--- config.mk ---
export PLATFORM = sky130hd
export DESIGN_NAME = sd_width_demux2
export DESIGN_NICKNAME = d
export VERILOG_FILES = /design/src/rtl/sd_width_pkg.sv /design/src/rtl/sd_width_demux2_obuf.sv /design/src/rtl/sd_width_demux2.sv
export SDC_FILE = /design/constraint.sdc
export NUM_CORES = 1
export LEC_CHECK = 0
export CAP_MARGIN = 20
export CORE_MARGIN = 3
export CORE_UTILIZATION = 52
export DETAILED_ROUTE_END_ITERATION = 12
export DONT_BUFFER_PORTS = 1
export PLACE_DENSITY_LB_ADDON = 0.25
export SYNTH_ARGS = -nofsm -noshare
export SYNTH_HDL_FRONTEND = slang
export SYNTH_SLANG_ARGS = --single-unit
export TNS_END_PERCENT = 5
--- constraint.sdc ---
create_clock -name clk -period 0.95 [get_ports clk]
set_input_delay 0.19 -clock clk [delete_from_list [all_inputs] [get_ports clk]]
set_output_delay 0.19 -clock clk [all_outputs]
set_load 0.05 [all_outputs]
--- src/rtl/sd_width_pkg.sv ---
// -----------------------------------------------------------------------------
// sd_width_pkg
// Shared definitions for the srdy/drdy width conversion stages.
//   phase_e        : which half of a word the next accepted beat carries
//   SD_WIDTH_CNT_W : width of the optional producer-transfer counter
//   hw_of()        : half-beat width for a given full width and pad setting
// -----------------------------------------------------------------------------
package sd_width_pkg;

  typedef enum logic {
    LOW  = 1'b0,
    HIGH = 1'b1
  } phase_e;

  localparam int SD_WIDTH_CNT_W = 16;

  // An odd width is padded by one bit so that both halves are equal.
  function automatic int hw_of(input int width, input int adj_bits);
    return (width + adj_bits) / 2;
  endfunction

endpackage

--- src/rtl/sd_width_demux2_obuf.sv ---
// -----------------------------------------------------------------------------
// sd_width_demux2_obuf
// Single-entry output holding register with srdy/drdy on the producer side.
// Ports:
//   clk        : rising-edge clock
//   reset      : synchronous, active-low reset
//   ld_req_i   : upstream has a complete word to load
//   ld_data_i  : word to load
//   ld_rdy_o   : register can take a word this cycle (empty, or draining now)
//   p_srdy_o   : held word valid
//   p_drdy_i   : downstream accepts the held word
//   p_data_o   : held word
// -----------------------------------------------------------------------------
module sd_width_demux2_obuf #(
  parameter int width = 10
) (
  input  logic             clk,
  input  logic             reset,
  input  logic             ld_req_i,
  input  logic [width-1:0] ld_data_i,
  output logic             ld_rdy_o,
  output logic             p_srdy_o,
  input  logic             p_drdy_i,
  output logic [width-1:0] p_data_o
);

  logic             p_srdy_q, p_srdy_d;
  logic [width-1:0] p_data_q, p_data_d;
  logic             ld_fire;

  // Ready depends only on the held state and p_drdy, never on ld_req_i,
  // so upstream valid cannot ripple through to the producer side.
  assign ld_rdy_o = ~p_srdy_q | p_drdy_i;
  assign ld_fire  = ld_req_i & ld_rdy_o;

  always_comb begin
    p_srdy_d = p_srdy_q;
    p_data_d = p_data_q;
    if (ld_fire) begin
      // A drain and a load on the same edge keep the register full.
      p_srdy_d = 1'b1;
      p_data_d = ld_data_i;
    end else if (p_drdy_i) begin
      p_srdy_d = 1'b0;
    end
  end

  always_ff @(posedge clk) begin
    if (!reset) begin
      p_srdy_q <= 1'b0;
      p_data_q <= '0;
    end else begin
      p_srdy_q <= p_srdy_d;
      p_data_q <= p_data_d;
    end
  end

  assign p_srdy_o = p_srdy_q;
  assign p_data_o = p_data_q;

endmodule

--- src/rtl/sd_width_demux2.sv ---
// -----------------------------------------------------------------------------
// sd_width_demux2
// Pairs consecutive half-width beats (low half first) into one full-width word.
// Receive-side partner of the two-beat width enmuxer.
// Parameters:
//   width    : full output word width
//   adj_bits : 0 or 1; with 1 an odd width is padded and the top pad bit of the
//              assembled word is dropped
// Ports:
//   clk      : rising-edge clock
//   reset    : synchronous, active-low reset
//   c_srdy   : consumer beat valid
//   c_drdy   : consumer beat accepted (combinational from phase and p_drdy)
//   c_data   : half-width beat
//   p_srdy   : assembled word valid
//   p_drdy   : downstream accepts the word
//   p_data   : assembled word
//   p_count  : producer transfer count, wraps (only with SD_WIDTH_DEMUX2_COUNT_EN)
// Optional feature macro: SD_WIDTH_DEMUX2_COUNT_EN
//
// State table:
//   LOW  | next accepted beat is the lower half; always ready
//   HIGH | next accepted beat is the upper half; ready when output can load
// -----------------------------------------------------------------------------
module sd_width_demux2
  import sd_width_pkg::*;
#(
  parameter  int width    = 10,
  parameter  int adj_bits = 0,
  localparam int HW       = hw_of(width, adj_bits)
) (
  input  logic                      clk,
  input  logic                      reset,
  input  logic                      c_srdy,
  output logic                      c_drdy,
  input  logic [HW-1:0]             c_data,
  output logic                      p_srdy,
  input  logic                      p_drdy,
  output logic [width-1:0]          p_data
`ifdef SD_WIDTH_DEMUX2_COUNT_EN
  ,
  output logic [SD_WIDTH_CNT_W-1:0] p_count
`endif
);

  phase_e            phase_q, phase_d;
  logic [HW-1:0]     low_half_q, low_half_d;
  logic              low_ld;
  logic              obuf_req;
  logic              obuf_rdy;
  logic [2*HW-1:0]   pair_word;
  logic [width-1:0]  ld_word;

  // State register
  always_ff @(posedge clk) begin
    if (!reset) begin
      phase_q <= LOW;
    end else begin
      phase_q <= phase_d;
    end
  end

  // Next-state logic
  always_comb begin
    phase_d = phase_q;
    case (phase_q)
      LOW: begin
        if (c_srdy) phase_d = HIGH;
      end
      HIGH: begin
        if (c_srdy && obuf_rdy) phase_d = LOW;
      end
      default: phase_d = LOW;
    endcase
  end

  // Output logic
  always_comb begin
    c_drdy   = 1'b1;
    low_ld   = 1'b0;
    obuf_req = 1'b0;
    case (phase_q)
      LOW: begin
        low_ld = c_srdy;
      end
      HIGH: begin
        c_drdy   = obuf_rdy;
        obuf_req = c_srdy;
      end
      default: begin
        c_drdy = 1'b1;
      end
    endcase
  end

  // Lower-half holding register. A half left here by a reset mid-pair is
  // harmless: reset returns the phase to LOW, so it is overwritten first.
  always_comb begin
    low_half_d = low_half_q;
    if (low_ld) low_half_d = c_data;
  end

  always_ff @(posedge clk) begin
    if (!reset) begin
      low_half_q <= '0;
    end else begin
      low_half_q <= low_half_d;
    end
  end

  // With adj_bits=1 the pair is one bit wider than the word; the pad bit
  // sits at the top and is dropped here.
  assign pair_word = {c_data, low_half_q};
  assign ld_word   = pair_word[width-1:0];

  sd_width_demux2_obuf #(
    .width (width)
  ) u_obuf (
    .clk       (clk),
    .reset     (reset),
    .ld_req_i  (obuf_req),
    .ld_data_i (ld_word),
    .ld_rdy_o  (obuf_rdy),
    .p_srdy_o  (p_srdy),
    .p_drdy_i  (p_drdy),
    .p_data_o  (p_data)
  );

`ifdef SD_WIDTH_DEMUX2_COUNT_EN
  logic [SD_WIDTH_CNT_W-1:0] p_count_q, p_count_d;

  always_comb begin
    p_count_d = p_count_q;
    if (p_srdy && p_drdy) p_count_d = p_count_q + 1'b1;
  end

  always_ff @(posedge clk) begin
    if (!reset) begin
      p_count_q <= '0;
    end else begin
      p_count_q <= p_count_d;
    end
  end

  assign p_count = p_count_q;
`endif

endmodule

; ---- Word-level counts from Yosys, hierarchy flattened
; Cells that the tools add are included.
[classes]
n_mux = 8
n_bitwise = 4
reduce_logical = 2
[ops]
columns = cell, count
row1 = $mux 1, 7
row2 = $not 1->1, 2
row3 = $pmux 1 s2, 1
row4 = $reduce_bool 2->1, 1
row5 = $and 1x1->1, 1
row6 = $logic_and 1x1->1, 1
row7 = $or 1x1->1, 1
[word_totals]
register_bits = 17
out_inout_bits = 12

; ---- Logic depth before layout (Yosys ltp)
; Gate-level depths: netlist of the first run.
[logic_depth]
depth_word = 5
mapped_depth = 4

; ---- Cells and area by module
; A second synthesis of the first run with hierarchy kept.
[hier_totals]
cells_unflattened = 76
area_unflattened_um2 = 708.2
[modules_own_cells]
columns = module, instances, cells_each, area_each_um2, seq_area_each_um2
row1 = sd_width_demux2_obuf, 1, 48, 449.2, 220.2
row2 = sd_width_demux2, 1, 28, 259.0, 120.1

; ---- Worst setup path before layout of the first run
; OpenSTA, ideal clock, no wires.
[synth_timing]
path_kind = register to output
startpoint = register u_obuf.p_srdy_q, in the netlist u_obuf.p_srdy_o
endpoint = output port c_drdy
t_arrival_ns = 1.190
required_time_ns = 0.760
path_slack_ns = -0.430
path_stages_with_launch = 3
path_cell_list = dfxtp_1 nor2b_4 nand2_1
[synth_via]
elab_chain_len = 3
[synth_lines]
columns = element, line
row1 = start: declaration, sd_width_demux2_obuf.sv:27  ; logic p_srdy_q, p_srdy_d;
row2 = start signal: assignment, sd_width_demux2_obuf.sv:53  ; p_srdy_q <= p_srdy_d;
row3 = $not 1->1, sd_width_demux2_obuf.sv:33  ; assign ld_rdy_o = ~p_srdy_q | p_drdy_i;
row4 = $or 1x1->1, sd_width_demux2_obuf.sv:33
row5 = $mux 1, sd_width_demux2.sv:82  ; case (phase_q)
row6 = end: declaration, sd_width_demux2.sv:35  ; output logic c_drdy,
; Every way passes these cells.

; ---- Final worst setup path of the first run
[layout_timing]
startpoint = register u_obuf.p_srdy_q, in the netlist u_obuf.p_srdy_o
endpoint = register u_obuf.p_data_q[4], in the netlist u_obuf.p_data_o[4]
[layout_via]
elab_chain_len = 3
[layout_lines]
columns = element, line
row1 = $not 1->1, sd_width_demux2_obuf.sv:33
row2 = $or 1x1->1, sd_width_demux2_obuf.sv:33
row3 = $and 1x1->1, sd_width_demux2_obuf.sv:34  ; assign ld_fire = ld_req_i & ld_rdy_o;
row4 = end signal: assignment, sd_width_demux2_obuf.sv:54  ; p_data_q <= p_data_d;
row5 = end: declaration, sd_width_demux2_obuf.sv:28  ; logic [width-1:0] p_data_q, p_data_d;
; Every way passes these cells.
; A chain may end at the register's enable or synchronous reset.

==> run_results.csv, run 1 <==
group,metric,value,unit
floorplan,initial_core_util,59.4,%
power,seq_power_share,55.7,%
cells_and_area,antenna_cells,0,
power,p_clk_share,27.3,%
clocking,cts_num_sinks,17,
setup_path,timing.rr.end,"u_obuf.p_data_o[4]$_SDFFE_PN0P_",
cells_and_area,fill_cells,68,
routing,drc,0,
cells_and_area,area.growth.synth_to_final,41.0,%
clocking,htreeDepth,1,
power,ir_worst_vdd,0.00119,V
routing,drtAntennaViolNets,0,
cells_and_area,finalNetCount,97,
timing,finalSetupViolations,24,
job,maxCapViolCount,0,
logic_synthesis,ys_ff_latch,17,
setup_path,r2r_cells,5,
logic_synthesis,synth_cells,71,
cells_and_area,final_cell_mix,"21 x nand2_1, 15 x mux2i_1, 11 x dfxtp_2",
routing,via_per_inst,4.83,
place,hpwl,840,um
setup_path,criticalPathCategory,"flip-flop to flip-flop",
run_status,violations,"negative setup slack",
timing,rsz0062_at_grt,"yes",
global_routing,antenna_found_initial,0,
hold_path,min_path_type,"input port to flip-flop",
timing,min_period,1110,ps
timing,setup_slack,-161,ps
global_routing,grt_pass1_wl,1890,um
global_routing,gr-total-overflow,0,
floorplan,die-area,0.00183,mm2
setup_path,critical_path_arrival,1330,ps
timing,finalMaxSlewViolations,0,
floorplan,die_h,42.8,um
power,netSwitchingPower,349,uW
power,combPwrFrac,17.0,%
global_routing,grt_max_degree,28,
logic_synthesis,netlist_area,704,um2
setup_path,r2r_setup_slack,-160,ps
cells_and_area,final_common_cell,"nand2_1",
power,powerDensity,1390,mW/mm2
power,p_int,1.03,mW
clocking,cts_buffers,3,
timing,max-slew-margin-rel,88.5,%
clocking,clockRootBuffer,"clkbuf_4",
setup_path,worstPathRequired,1170,ps
timing,finalCritPeriodShare,117,%
timing,setup_tns,-2060,ps
cells_and_area,drive_above_1_share,40.2,%
timing,worst_pin_slew,167,ps
floorplan,io_pins,21,
logic_synthesis,avgSynthCellArea,9.92,um2
setup_path,crit_path_end_kind,"flip-flop",
timing,skew,2.07,ps
routing,num_vias,488,
hold_path,hold_path_end,"u_obuf.p_srdy_o$_SDFFE_PN0P_",
floorplan,core_area,0.00119,mm2
setup_path,r2r-start,"u_obuf.p_srdy_o$_SDFFE_PN0P_",
clocking,cts_tree,"done",
floorplan,rows,12,
power,swShare,25.3,%
logic_synthesis,synth_seq_area_share,48.3,%
logic_synthesis,yosys_warnings,0,
setup_path,cp_max_fo,11,
cells_and_area,multi_input_area,330,um2
routing,dr.pass1.iters,2,
logic_synthesis,ys_types,14,
place,io_buffers,0,
clocking,clk_pin_slew,90,ps
global_routing,first_global_vias,432,
hold_path,hp-start,"reset",
run_status,outcome,"complete, but fails checks",
timing,max_freq,900,MHz
floorplan,die_width,42.8,um
routing,wire_per_inst,12.7,um
clocking,insertion_delay,290,ps
power,total_leakage_power,0.406,nW
cells_and_area,register_area,358,um2
setup_path,start_kind,"flip-flop",
place,place.gp.congestion,0.677,
hold_path,min_delay_path_depth,1,
global_routing,grt.total_usage,14.6,%
logic_synthesis,syn_nets,80,
timing,finalHoldViolCount,0,
routing,wl,1280,um
routing,drtIter0Drc,6,
clocking,cts_max_path_buffers,2,
timing,whs,26.3,ps
## worst max-delay path, cell delays in order (launching register included)
cell	delay [ps]
dfxtp_4	350
nor2b_4	130
buf_4	140
nor2_4	90
buf_12	150
mux2i_1	180
## through the flow
step	power, mW	util [%]	instance area [um2]	cells	setup WS, ps
after floorplan	0.941	-	711	71	-91.2
after global placement	0.991	76.3	905	95	2.86
after detailed placement	0.996	76.3	905	95	-11.5
after CTS	1.40	82.0	972	100	-179
after global routing	1.46	83.8	993	101	-217
final	1.38	83.8	993	101	-161
## timing repair
| action | in CTS | in global routing |
|---|---|---|
| hold endpoints to repair | 0 | 1 |
| setup endpoints to repair | 27 | 28 |
| setup buffers | 1 | 0 |
| hold buffers | 0 | 1 |
| gates resized for setup | 15 | 3 |
| pin swaps | 1 | 0 |
## final cells by class
type                    instances  share of cell area (%)
well taps                      14                    1.76
flip-flops and latches         17                    36.0
multi-input cells              49                    33.2
clock buffers                   4                    2.64
repair buffers                 17                    26.3
## registers in the layout, summed over array words and instances, names as in the netlist
name	cells
low_half_q	5
phase_q	1
u_obuf.p_data_o	10
u_obuf.p_srdy_o	1
## synthesized netlist by cell type, drive strengths merged
master  count  share of area [%]
dfxtp      17                 48
buf         5                6.9
a21oi       1               0.71
nand2b      1               0.89
o21ai       1               0.71
nor2b       7                7.3
nor2        2                2.1
mux2i      15                 21
nand2      22                 12
## kinds of logic after synthesis
group / Yosys count / share of synthesized area [%]
compound gates: 2 / 1.42
simple gates: 32 / 22.0
flops: 17 / 48.3
buf+inv: 5 / 6.93
mux: 15 / 21.3
## routing by layer
metal	wire length [um]	part of all wire, %	global-route usage (%)	vias up
met2	638	50	21.6	17
met1	521	41	16.8	212
li1	-	-	-	257
met4	14	1.1	7.45	0
met5	0	0	0	-
met3	104	8.1	8.05	2
## power by group through the flow
stage	registers (mW)	clock network, mW	logic, mW
6_report	0.770	0.378	0.235
5_1_grt	0.774	0.433	0.249
4_1_cts	0.769	0.405	0.225
3_5_place_dp	0.781	0	0.215
3_3_place_gp	0.780	0	0.212
2_1_floorplan	0.826	0	0.115
## how the worst max path moves through the flow
stage / start / to / cells after the start
after floorplan: u_obuf.p_srdy_o$_SDFFE_PN0P_ / u_obuf.p_data_o[0]$_SDFFE_PN0P_ / 4
after global placement: phase_q$_SDFF_PN0_ / u_obuf.p_data_o[4]$_SDFFE_PN0P_ / 4
after detailed placement: phase_q$_SDFF_PN0_ / u_obuf.p_data_o[5]$_SDFFE_PN0P_ / 4
after CTS: u_obuf.p_srdy_o$_SDFFE_PN0P_ / c_drdy / 2
after global routing: u_obuf.p_srdy_o$_SDFFE_PN0P_ / c_drdy / 2
final: u_obuf.p_srdy_o$_SDFFE_PN0P_ / u_obuf.p_data_o[4]$_SDFFE_PN0P_ / 5
Power figures use the tool's default switching activity.
==> run 2, diff against run 1 <==
CTS_BUF_LIST = sky130_fd_sc_hd__clkbuf_16   (was not set)
==> run_results.csv, run 2 (synthesis results as in run 1) <==
group,metric,value,unit
run_status,outcome,"complete, but fails checks",
run_status,violations,"negative setup slack",
power,swShare,21.6,%
global_routing,grt.total_usage,16.5,%
timing,max-slew-margin-rel,89.0,%
floorplan,die_h,42.8,um
routing,drtAntennaViolNets,0,
floorplan,core_area,0.00119,mm2
floorplan,rows,12,
clocking,htreeDepth,1,
floorplan,die_width,42.8,um
setup_path,r2r_setup_slack,-70,ps
routing,wire_per_inst,14.1,um
power,powerDensity,1770,mW/mm2
timing,max_freq,880,MHz
routing,drc,0,
power,seq_power_share,42.5,%
floorplan,io_pins,21,
global_routing,antenna_found_initial,0,
clocking,holdBufCountCts,0,
setup_path,crit_path_end_kind,"output port",
timing,finalHoldViolCount,0,
timing,finalSetupViolations,12,
setup_path,r2r_cells,4,
clocking,clk_pin_slew,50,ps
timing,setup_tns,-517,ps
timing,finalCritPeriodShare,120,%
hold_path,min_delay_path_depth,1,
power,p_int,1.43,mW
timing,min_period,1140,ps
hold_path,hold_path_end,"u_obuf.p_srdy_o$_SDFFE_PN0P_",
setup_path,criticalPathCategory,"flip-flop to output port",
cells_and_area,largest_reg_flops,10,
timing,finalMaxSlewViolations,0,
power,total_leakage_power,0.423,nW
routing,wl,1400,um
global_routing,grt_max_degree,28,
routing,dr.pass1.iters,4,
clocking,cts_max_path_buffers,2,
cells_and_area,final_common_cell,"nand2_1",
place,io_buffers,0,
global_routing,grt_pass1_wl,2190,um
clocking,postCtsSetupBuffers,0,
clocking,clockRootBuffer,"clkbuf_16",
timing,rsz0062_at_grt,"yes",
place,hpwl,840,um
routing,via_per_inst,5.19,
setup_path,worstPathRequired,760,ps
setup_path,timing.rr.end,"u_obuf.p_data_o[1]$_SDFFE_PN0P_",
power,netSwitchingPower,392,uW
hold_path,min_path_type,"input port to flip-flop",
global_routing,gr-total-overflow,0,
cells_and_area,area.growth.synth_to_final,45.5,%
setup_path,critical_path_arrival,950,ps
hold_path,hp-start,"reset",
floorplan,die-area,0.00183,mm2
clocking,cts_buffers,3,
timing,whs,75.7,ps
cells_and_area,antenna_cells,0,
power,p_clk_share,44.8,%
setup_path,start_kind,"flip-flop",
routing,drtIter0Drc,10,
clocking,cts_num_sinks,17,
timing,worst_pin_slew,160,ps
power,total_power,1.82,mW
floorplan,initial_core_util,59.4,%
cells_and_area,final_cell_mix,"21 x nand2_1, 15 x mux2i_1, 11 x dfxtp_2",
routing,num_vias,514,
cells_and_area,fill_cells,60,
job,maxCapViolCount,0,
cells_and_area,finalNetCount,95,
clocking,cts_tree,"done",
power,combPwrFrac,12.7,%
timing,skew,2.27,ps
place,place.gp.congestion,0.677,
setup_path,cp_max_fo,3,
clocking,insertion_delay,240,ps
setup_path,r2r-start,"u_obuf.p_srdy_o$_SDFFE_PN0P_",
timing,setup_slack,-186,ps
power,ir_worst_vdd,0.00224,V
cells_and_area,drive_above_1_share,40.0,%
global_routing,first_global_vias,472,
-- run 2: cell types whose count changed in the layout (fill, tap and decap cells not counted) --
cell | previous run | this run
buf_6 | 3 | 4
clkbuf_4 | 3 | 0
buf_8 | 1 | 0
buf_4 | 3 | 2
clkbuf_1 | 1 | 0
inv_1 | 0 | 1
clkbuf_16 | 0 | 3
dlygate4sd3_1 | 1 | 0
-- run 2: metrics by stage --
step | util (%) | setup WS (ps) | std cells | cell area [um2]
floorplan | - | -91.2 | 71 | 711
global placement | 76.3 | 2.86 | 95 | 905
global route | 86.4 | -224 | 99 | 1020
detailed placement | 76.3 | -11.5 | 95 | 905
finish | 86.4 | -186 | 99 | 1020
CTS | 84.8 | -175 | 99 | 1010
-- run 2: repair_timing --
action	CTS	global route
endpoints found under the setup margin	26	19
pin swaps	1	0
resized for setup	11	6
-- run 2: layer usage --
layer  vias to the layer above  global-route usage (%)  wire (um)
met1                       235                    19.6        618
met2                        20                    26.6        672
li1                        257                       -          -
met4                         0                    3.73          9
met5                         -                       0          0
met3                         2                    7.63        100
-- run 2: worst max-delay path, stage by stage (launching register included) --
cell	delay (ps)
dfxtp_4	330
nor2b_4	210
nand2_4	150
-- run 2: worst max-delay path by stage --
| stage | slack, ps | start | depth (start not counted) | endpoint |
|---|---|---|---|---|
| after floorplan | -90 | u_obuf.p_srdy_o$_SDFFE_PN0P_ | 4 | u_obuf.p_data_o[0]$_SDFFE_PN0P_ |
| after global placement | 3 | phase_q$_SDFF_PN0_ | 4 | u_obuf.p_data_o[4]$_SDFFE_PN0P_ |
| after detailed placement | -10 | phase_q$_SDFF_PN0_ | 4 | u_obuf.p_data_o[5]$_SDFFE_PN0P_ |
| after CTS | -170 | u_obuf.p_srdy_o$_SDFFE_PN0P_ | 2 | c_drdy |
| after global routing | -220 | u_obuf.p_srdy_o$_SDFFE_PN0P_ | 2 | c_drdy |
| final | -190 | u_obuf.p_srdy_o$_SDFFE_PN0P_ | 2 | c_drdy |
-- run 2: power groups by stage --
stage	clock network (mW)	registers [mW]	logic (mW)
2_1_floorplan	0	0.826	0.115
3_3_place_gp	0	0.780	0.212
3_5_place_dp	0	0.781	0.215
4_1_cts	0.829	0.771	0.222
5_1_grt	0.866	0.776	0.244
6_report	0.814	0.772	0.231
-- run 2: cell type report --
cell class / instances / area (um2) / share of cell area [%]
Sequential cell: 17 / 358 / 34.9
Multi-Input combinational cell: 49 / 330 / 32.2
Timing Repair Buffer: 15 / 240 / 23.4
Clock buffer: 3 / 75.1 / 7.33
Tap cell: 14 / 17.5 / 1.71
Clock inverter: 1 / 3.75 / 0.366
